==> src/rtl/btn_pkg.sv <==
// Shared definitions for the push-button conditioner: FSM state encodings and counter sizing.
// Latency: n/a (package only).
// Backpressure: n/a (package only).
package btn_pkg;

   typedef enum logic [1:0] {
      IDLE   = 2'd0,
      ARM_HI = 2'd1,
      HELD   = 2'd2,
      ARM_LO = 2'd3
   } btn_state_t;

   // Bits needed to hold any value 0..max_value, never less than one bit.
   function automatic int cnt_width(input int max_value);
      return (max_value < 2) ? 1 : $clog2(max_value + 1);
   endfunction

endpackage

==> src/rtl/btn_debounce_1.sv <==
// One push-button: 2-flop synchronizer, debounce FSM, auto-repeat timer.
// Latency: level/pulse change 2+DEBOUNCE_CYCLES edges after a stable raw edge is first sampled.
// Backpressure: none; free-running, pulses are single-cycle and cannot be stalled.
module btn_debounce_1
   import btn_pkg::*;
#(
   parameter int DEBOUNCE_CYCLES = 1000000,
   parameter int REPEAT_DELAY    = 25000000,
   parameter int REPEAT_PERIOD   = 10000000
) (
   input  logic clock,
   input  logic reset,
   input  logic raw,
   output logic level,
   output logic press,
   output logic rel
);

   localparam int CW = cnt_width(DEBOUNCE_CYCLES - 1);
   localparam int RW = cnt_width(REPEAT_DELAY);

   // A single stable sample is enough: skip the ARM states entirely.
   localparam bit DIRECT = (DEBOUNCE_CYCLES == 1);
   localparam bit RPT_EN = (REPEAT_DELAY > 0);

   // Reload keeps the pulse spacing at REPEAT_PERIOD; clamped so a period
   // longer than the delay cannot underflow the counter.
   localparam int RELOAD_I = (REPEAT_DELAY > REPEAT_PERIOD) ? (REPEAT_DELAY - REPEAT_PERIOD) : 0;
   localparam int LAST_I   = RPT_EN ? (REPEAT_DELAY - 1) : 0;

   localparam logic [CW-1:0] CNT_LAST   = CW'(DEBOUNCE_CYCLES - 1);
   localparam logic [CW-1:0] CNT_ONE    = CW'(1);
   localparam logic [RW-1:0] RPT_LAST   = RW'(LAST_I);
   localparam logic [RW-1:0] RPT_RELOAD = RW'(RELOAD_I);
   localparam logic [RW-1:0] RPT_ONE    = RW'(1);

   logic [1:0]    sync_q;
   logic          sync;
   btn_state_t    state_q, state_d;
   logic [CW-1:0] cnt_q, cnt_d;
   logic [RW-1:0] rcnt_q, rcnt_d;
   logic          level_d, press_d, rel_d;

   assign sync = sync_q[1];

   // Two-flop synchronizer for the asynchronous raw level.
   always_ff @(posedge clock) begin
      if (reset) sync_q <= 2'b00;
      else       sync_q <= {sync_q[0], raw};
   end

   // FSM, counters and registered outputs.
   always_ff @(posedge clock) begin
      if (reset) begin
         state_q <= IDLE;
         cnt_q   <= '0;
         rcnt_q  <= '0;
         level   <= 1'b0;
         press   <= 1'b0;
         rel     <= 1'b0;
      end else begin
         state_q <= state_d;
         cnt_q   <= cnt_d;
         rcnt_q  <= rcnt_d;
         level   <= level_d;
         press   <= press_d;
         rel     <= rel_d;
      end
   end

   // Next-state: count consecutive agreeing samples; any contrary sample restarts.
   // The repeat pulse fires on the edge where rcnt would reach REPEAT_DELAY.
   always_comb begin
      state_d = state_q;
      cnt_d   = cnt_q;
      rcnt_d  = rcnt_q;
      level_d = level;
      press_d = 1'b0;
      rel_d   = 1'b0;
      case (state_q)
         IDLE: begin
            if (sync) begin
               if (DIRECT) begin
                  state_d = HELD;
                  level_d = 1'b1;
                  press_d = 1'b1;
                  rcnt_d  = '0;
               end else begin
                  state_d = ARM_HI;
                  cnt_d   = CNT_ONE;
               end
            end
         end
         ARM_HI: begin
            if (!sync) begin
               state_d = IDLE;
               cnt_d   = '0;
            end else if (cnt_q == CNT_LAST) begin
               state_d = HELD;
               cnt_d   = '0;
               level_d = 1'b1;
               press_d = 1'b1;
               rcnt_d  = '0;
            end else begin
               cnt_d = cnt_q + CNT_ONE;
            end
         end
         HELD: begin
            if (!sync) begin
               if (DIRECT) begin
                  state_d = IDLE;
                  level_d = 1'b0;
                  rel_d   = 1'b1;
               end else begin
                  state_d = ARM_LO;
                  cnt_d   = CNT_ONE;
               end
            end else if (RPT_EN) begin
               if (rcnt_q == RPT_LAST) begin
                  press_d = 1'b1;
                  rcnt_d  = RPT_RELOAD;
               end else begin
                  rcnt_d = rcnt_q + RPT_ONE;
               end
            end
         end
         ARM_LO: begin
            // Returning to HELD leaves rcnt alone so repeat timing carries on.
            if (sync) begin
               state_d = HELD;
               cnt_d   = '0;
            end else if (cnt_q == CNT_LAST) begin
               state_d = IDLE;
               cnt_d   = '0;
               level_d = 1'b0;
               rel_d   = 1'b1;
            end else begin
               cnt_d = cnt_q + CNT_ONE;
            end
         end
         default: state_d = IDLE;
      endcase
   end

endmodule

==> src/rtl/btn_conditioner.sv <==
// Conditions N_BTN raw push-buttons into debounced levels, press/repeat and release pulses.
// Latency: 2+DEBOUNCE_CYCLES edges from first sampling a stable raw edge to level/pulse.
// Backpressure: none; outputs are free-running registered pulses.
module btn_conditioner
   import btn_pkg::*;
#(
   parameter int N_BTN           = 5,
   parameter int DEBOUNCE_CYCLES = 1000000,
   parameter int REPEAT_DELAY    = 25000000,
   parameter int REPEAT_PERIOD   = 10000000
) (
   input  logic             clock,
   input  logic             reset,
   input  logic [N_BTN-1:0] btn_raw,
   output logic [N_BTN-1:0] btn_level,
   output logic [N_BTN-1:0] btn_press,
   output logic [N_BTN-1:0] btn_release
);

   // One fully independent conditioner per button.
   for (genvar i = 0; i < N_BTN; i++) begin : g_btn
      btn_debounce_1 #(
         .DEBOUNCE_CYCLES (DEBOUNCE_CYCLES),
         .REPEAT_DELAY    (REPEAT_DELAY),
         .REPEAT_PERIOD   (REPEAT_PERIOD)
      ) u_debounce (
         .clock (clock),
         .reset (reset),
         .raw   (btn_raw[i]),
         .level (btn_level[i]),
         .press (btn_press[i]),
         .rel   (btn_release[i])
      );
   end

endmodule

==> config.mk <==
export PLATFORM = sky130hd
export DESIGN_NAME = btn_conditioner
export DESIGN_NICKNAME = d
export VERILOG_FILES = /design/src/rtl/btn_pkg.sv /design/src/rtl/btn_debounce_1.sv /design/src/rtl/btn_conditioner.sv
export SDC_FILE = /design/constraint.sdc
export NUM_CORES = 1
export LEC_CHECK = 0
export BUFFER_PORTS_ARGS = -buffer_cell sky130_fd_sc_hd__buf_2
export CAP_MARGIN = 40
export CORE_MARGIN = 2
export CORE_UTILIZATION = 40
export DETAILED_ROUTE_END_ITERATION = 6
export GPL_TIMING_DRIVEN = 1
export PLACE_DENSITY = 0.58
export SYNTH_ARGS = -nofsm -noshare
export SYNTH_HDL_FRONTEND = slang
export SYNTH_SLANG_ARGS = --single-unit
==> constraint.sdc <==
create_clock -name clock -period 3.1 [get_ports clock]
set_clock_uncertainty 0.2 [all_clocks]
set_input_delay 0.62 -clock clock [delete_from_list [all_inputs] [get_ports clock]]
set_output_delay 0.62 -clock clock [all_outputs]
set_load 0.02 [all_outputs]
**Word level (Yosys, flattened, before mapping)**

Index checks and enable logic that the tools add are counted.
W data, S select, Z words.

- Register bits after elaboration: 260
- Bits in latches: 0
- RAM bits: 0
- Bits in read-only memories: 0
- Output and inout bits: 15
- Logic and storage cells: 300
- Memories kept: 0

- Add/subtract/negate cells: 10
- Multipliers: 0
- Divide/modulo/power cells: 0
- Order comparisons: 0
- Equal/unequal tests: 70
- Shift operators: 0
- Multiplexer cells: 140
- Bitwise gates (word level): 5
- Reduce and logical (&&, ||, !) cells: 40

Operators by type and width:

| kind | count |
|---|---|
| $mux W20 | 25 |
| $mux W25 | 20 |
| $pmux W20 S4 | 5 |
| $pmux W25 S2 | 5 |
| $add A25 B1 Y25 const B | 5 |
| $eq A25 B25 Y1 const B | 5 |
| $add A20 B1 Y20 const B | 5 |
| $eq A20 B20 Y1 const B | 5 |
| $mux W2 | 30 |
| $ne A2 B1 Y1 const B | 25 |
| $mux W1 | 40 |
| $pmux W2 S4 | 5 |
| $reduce_and A4 Y1 | 10 |
| $reduce_and A5 Y1 | 5 |
| $eq A2 B2 Y1 const B | 10 |
| $ne A2 B2 Y1 const B | 10 |
| $pmux W1 S2 | 10 |
| $reduce_bool A2 Y1 | 10 |
| $ne A3 B1 Y1 const B | 5 |
| $ne A3 B3 Y1 const B | 5 |
| $reduce_or A3 Y1 | 5 |
| $eq A2 B1 Y1 const B | 5 |
| $logic_not A2 Y1 | 5 |
| $reduce_and A2 Y1 | 5 |
| $not A1 Y1 | 5 |

**Logic depth before layout (Yosys ltp)**

- Depth in word-level cells: 4
- Gate-level depth with buffers: 11
- Gate-level depth less buffers: 8

**Cells and area by module**

From an unflattened synthesis, not the netlist that was laid out.

- Cells, all modules: 1859
- Area total of the unflattened synthesis: 14919.3 um^2

By module, submodules not included:

| module | times used | cells each | area each (um^2) |
|---|---|---|---|
| btn_debounce_1 at g_btn[0].u_debounce ... | 3 | 375 | 2989.1 |
| btn_debounce_1 at g_btn[1].u_debounce | 1 | 362 | 3007.9 |
| btn_debounce_1 at g_btn[4].u_debounce | 1 | 372 | 2944.1 |

**Worst setup path after synthesis**

OpenSTA, ideal clock, no wires.

- Path kind: flip-flop to flip-flop
- Start: register g_btn[1].u_debounce.cnt_q[0]
- End: register g_btn[1].u_debounce.rcnt_q[12]
- Setup time: 70 ps
- Data arrival time: 2542 ps
- Data required time: 2830 ps
- Slack: 288 ps
- Cell stages (with the launch flop): 9
- Clock period less this slack: 2812 ps
- Cells stage by stage: dfxtp_1 ha_1 nand3_2 or4_1 clkbuf_1 o31a_1 or3_1 or4b_1 a21oi_1

- Cells in the longest elaborated chain, start to end: 3

Ends and longest elaborated chain:

| element | RTL line | text |
|---|---|---|
| from (decl) | btn_debounce_1.sv:40 | `logic [CW-1:0] cnt_q, cnt_d;` |
| from (signal assigned) | btn_debounce_1.sv:63 | `cnt_q <= cnt_d;` |
| $eq A20 B20 Y1 | btn_debounce_1.sv:98 | `end else if (cnt_q == CNT_LAST) begin` |
| $ne A2 B1 Y1 (no line) | -- |  |
| $reduce_and A4 Y1 (no line) | -- |  |
| to (signal assigned) | btn_debounce_1.sv:64 | `rcnt_q <= rcnt_d;` |
| to (decl) | btn_debounce_1.sv:41 | `logic [RW-1:0] rcnt_q, rcnt_d;` |

Every way passes these cells.
A chain may end at the register's enable or synchronous reset.

**Worst setup path in the final report**

Ends and elaborated chain as after synthesis.

==> flow_summary.yaml <==
sta:
  setup_viol_count_final: 0
  worst_pin_slew_ns: 0.892
  setup_tns_ns: 0
  timing.final.crit_share_pct: 93.6
  relSlewSlack_pct: 40.1
  finalHoldViolations: 0
  setup_slack_ns: 0.199
  max_freq_mhz: 345
  rsz0062_at_grt: "no"
  timing.final.crit_period_ns: 2.90
  slew_violations: 0
clock_network:
  cts_tree: "yes"
  holdBufCountCts: 0
  htree_num_levels: 1
  postCtsSetupBuffers: 0
  clock_latency_ns: 0.55
  clk_pin_slew_ns: 0.06
  root_buffer: "clkbuf_16"
  cts_buffer_depth: 3
  clock-sinks: 260
  cts_buffers: 31
  cts_resized: 0
place:
  dpl.hpwl_um: 22400
  gp_congestion: 0.870
  port-buffer-count: 21
  post-place-ws_ns: 0.230
worst_hold_path:
  hp-class: "input pin to flip-flop"
power_and_ir_drop:
  powerDensity_nw_per_um2: 471
  p_leak_uw: 0.00528
  ir_worst_vdd_v: 0.000419
cells_and_area:
  area_growth_pct: 12.2
  finalNetCount: 1857
  antenna_cells: 0
  layout-drive-gt1-share_pct: 7.87
  fill_cells: 3439
drt:
  vias_per_cell: 5.61
  drt-pass1-iter-count: 5
  vias: 12900
  antenna_left: 0
  wl_per_cell_um: 14.5
  drtIter0Drc: 732
  drc: 0
  wl_um: 33300
floorplanning:
  placementRows: 68
  core_um2: 34400
  die_y_um: 190
  fp.dieW_um: 190
  die_area_um2: 36200
  io_pins: 22
  start_util_pct: 40.4
logic_synthesis:
  synth_area_leaders: "dfxtp_1, o21ai_0, nor2_1, nand2_1, a21oi_1"
  synth.distinct_cells: 67
  synth_edf_count: 0
  seq_area_frac_synth_pct: 37.5
  synth_flop_cell: "dfxtp_1"
  syn-cell-area_um2: 13900
  synth_nets: 1844
  synth_async_sr_flop_share_pct: 0
  synth_top_area_share_pct: 37.5
  synthCells: 1807
  synth_warnings: 0
  yosysTopAreaCell: "dfxtp_1"
  avgSynthCellArea_um2: 7.68
  ys_ff_latch: 260
global_routing:
  grt_pass1_vias: 11900
  grt_max_degree: 66
  grt_pass1_wl_um: 56600
  antenna_found_initial: 0
  grt.total_usage_pct: 18.1
  grt.overflow.total: 0
setup_path:
  endpoint_kind: "flip-flop"
  cp_num_buf_inv: 0
  cp-start-kind: "flip-flop"
  crit_type: "flip-flop to flip-flop"
  cp.arrival_ns: 3.18
  crit_family: "simple AND/OR/NAND/NOR gates"
  reg2reg_setup_slack_ns: 0.20
  worst_path_max_delay_cell: "or4_1"
  path_max_fanout: 5
  slowest_delay_ns: 0.61
  crit_chain: "ha_1 > nand3_2 > or4_1 > o31a_1 > or3_1 > or4b_1 > a21oi_1"
  cp.required_ns: 3.38
run:
  cap_violations: 0
outcome:
  status: "finished, final reports clean"
metal layers:
metal / GRT usage (%) / up-vias / part of all wire [%]
met1: 24.8 / 6025 / 49
li1: - / 6608 / -
met4: 4.53 / 0 / 1.8
met3: 2.21 / 54 / 3.8
met5: 0 / - / 0
met2: 30.1 / 215 / 45
flip-flops by register name, indices dropped and copies added, names as in the netlist, named ones only:
name and cells:
g_btn.u_debounce.cnt_q 100, g_btn.u_debounce.level 5, g_btn.u_debounce.press 5, g_btn.u_debounce.rcnt_q 125, g_btn.u_debounce.rel 5, g_btn.u_debounce.state_q 5
g_btn.u_debounce.sync_q 10
final timing paths:
path              cells past startpoint                              to                          start
setup / recovery                      7  g_btn[1].u_debounce.rcnt_q[12]   g_btn[1].u_debounce.cnt_q[0]
hold / removal                        2   g_btn[4].u_debounce.sync_q[0]                     btn_raw[4]
setup reg to reg                      7  g_btn[1].u_debounce.rcnt_q[12]   g_btn[1].u_debounce.cnt_q[0]
hold reg to reg                       1   g_btn[1].u_debounce.sync_q[1]  g_btn[1].u_debounce.sync_q[0]
synth_stat cells (6+ instances only):
library cell / n
a21o_1: 17
and2_1: 12
and3_1: 36
nor2_1: 192
nor3b_1: 12
nand4_1: 69
nand3_1: 91
nand2b_1: 18
or4_1: 13
nand3b_1: 12
a22o_1: 12
ha_1: 30
or3_1: 22
nand4b_1: 6
xor2_1: 43
nor4b_1: 17
o21ai_0: 202
a21oi_1: 123
nor2b_1: 26
inv_1: 35
o31ai_1: 25
nand2_1: 189
a31oi_1: 29
nor4_1: 24
clkbuf_1: 78
a41oi_1: 7
dfxtp_1: 260
mux2i_1: 14
nor3_1: 56
and4_1: 19
xnor2_1: 19
buf_4: 15
layout by cell type (no fill, tap or decap), types with 20 or more instances in the layout:
| master | netlist | final |
|---|---|---|
| nor2_1 | 192 | 192 |
| nor2b_1 | 26 | 26 |
| ha_1 | 30 | 30 |
| nand3_1 | 91 | 91 |
| buf_4 | 15 | 57 |
| dfxtp_1 | 260 | 260 |
| nor4_1 | 24 | 23 |
| nand2_1 | 189 | 189 |
| buf_2 | 1 | 20 |
| clkbuf_16 | 0 | 31 |
| a31oi_1 | 29 | 29 |
| or3_1 | 22 | 22 |
| xor2_1 | 43 | 43 |
| and3_1 | 36 | 36 |
| o21ai_0 | 202 | 202 |
| a21oi_1 | 123 | 123 |
| o31ai_1 | 25 | 25 |
| nor3_1 | 56 | 56 |
| inv_1 | 35 | 35 |
| nand4_1 | 69 | 69 |
area by class of cell:
type / instances / area (µm²) / share of cell area (%)
clock buffers: 45 / 908 / 5.83
clock inverters: 11 / 86.3 / 0.554
inverters: 35 / 131 / 0.844
multi-input cells: 1414 / 8130 / 52.2
flip-flops and latches: 260 / 5200 / 33.4
well taps: 455 / 569 / 3.66
repair buffers: 78 / 548 / 3.52
where the power goes:
part	internal [µW]	switching [µW]
Sequential	3370	36.7
Combinational	140	264
Clock	2100	1420
Total	5610	1720
through the flow:
stage	area (µm²)	std cells	power, µW	utilization [%]	hold WS (ns)
2_1_floorplan	13900	1807	3760	-	0.214
3_3_place_gp	14600	2242	3880	42.4	0.221
3_5_place_dp	14600	2242	3890	42.4	0.226
4_1_cts	15600	2298	7450	45.3	0.0494
5_1_grt	15600	2298	7640	45.3	0.0799
6_report	15600	2298	7330	45.3	0.0715
cell families after synthesis:
| kind of cell | share of synthesized area [%] |
|---|---|
| AO/OA/AOI/OAI | 19.9 |
| flip-flops | 37.5 |
| buffers and inverters | 4.01 |
| adder cells (fa/ha/maj) | 2.70 |
| AND/OR/NAND/NOR | 30.8 |
| XOR/XNOR | 3.91 |
| multiplexers | 1.17 |
Note: power is estimated with default switching activity, not from simulation.
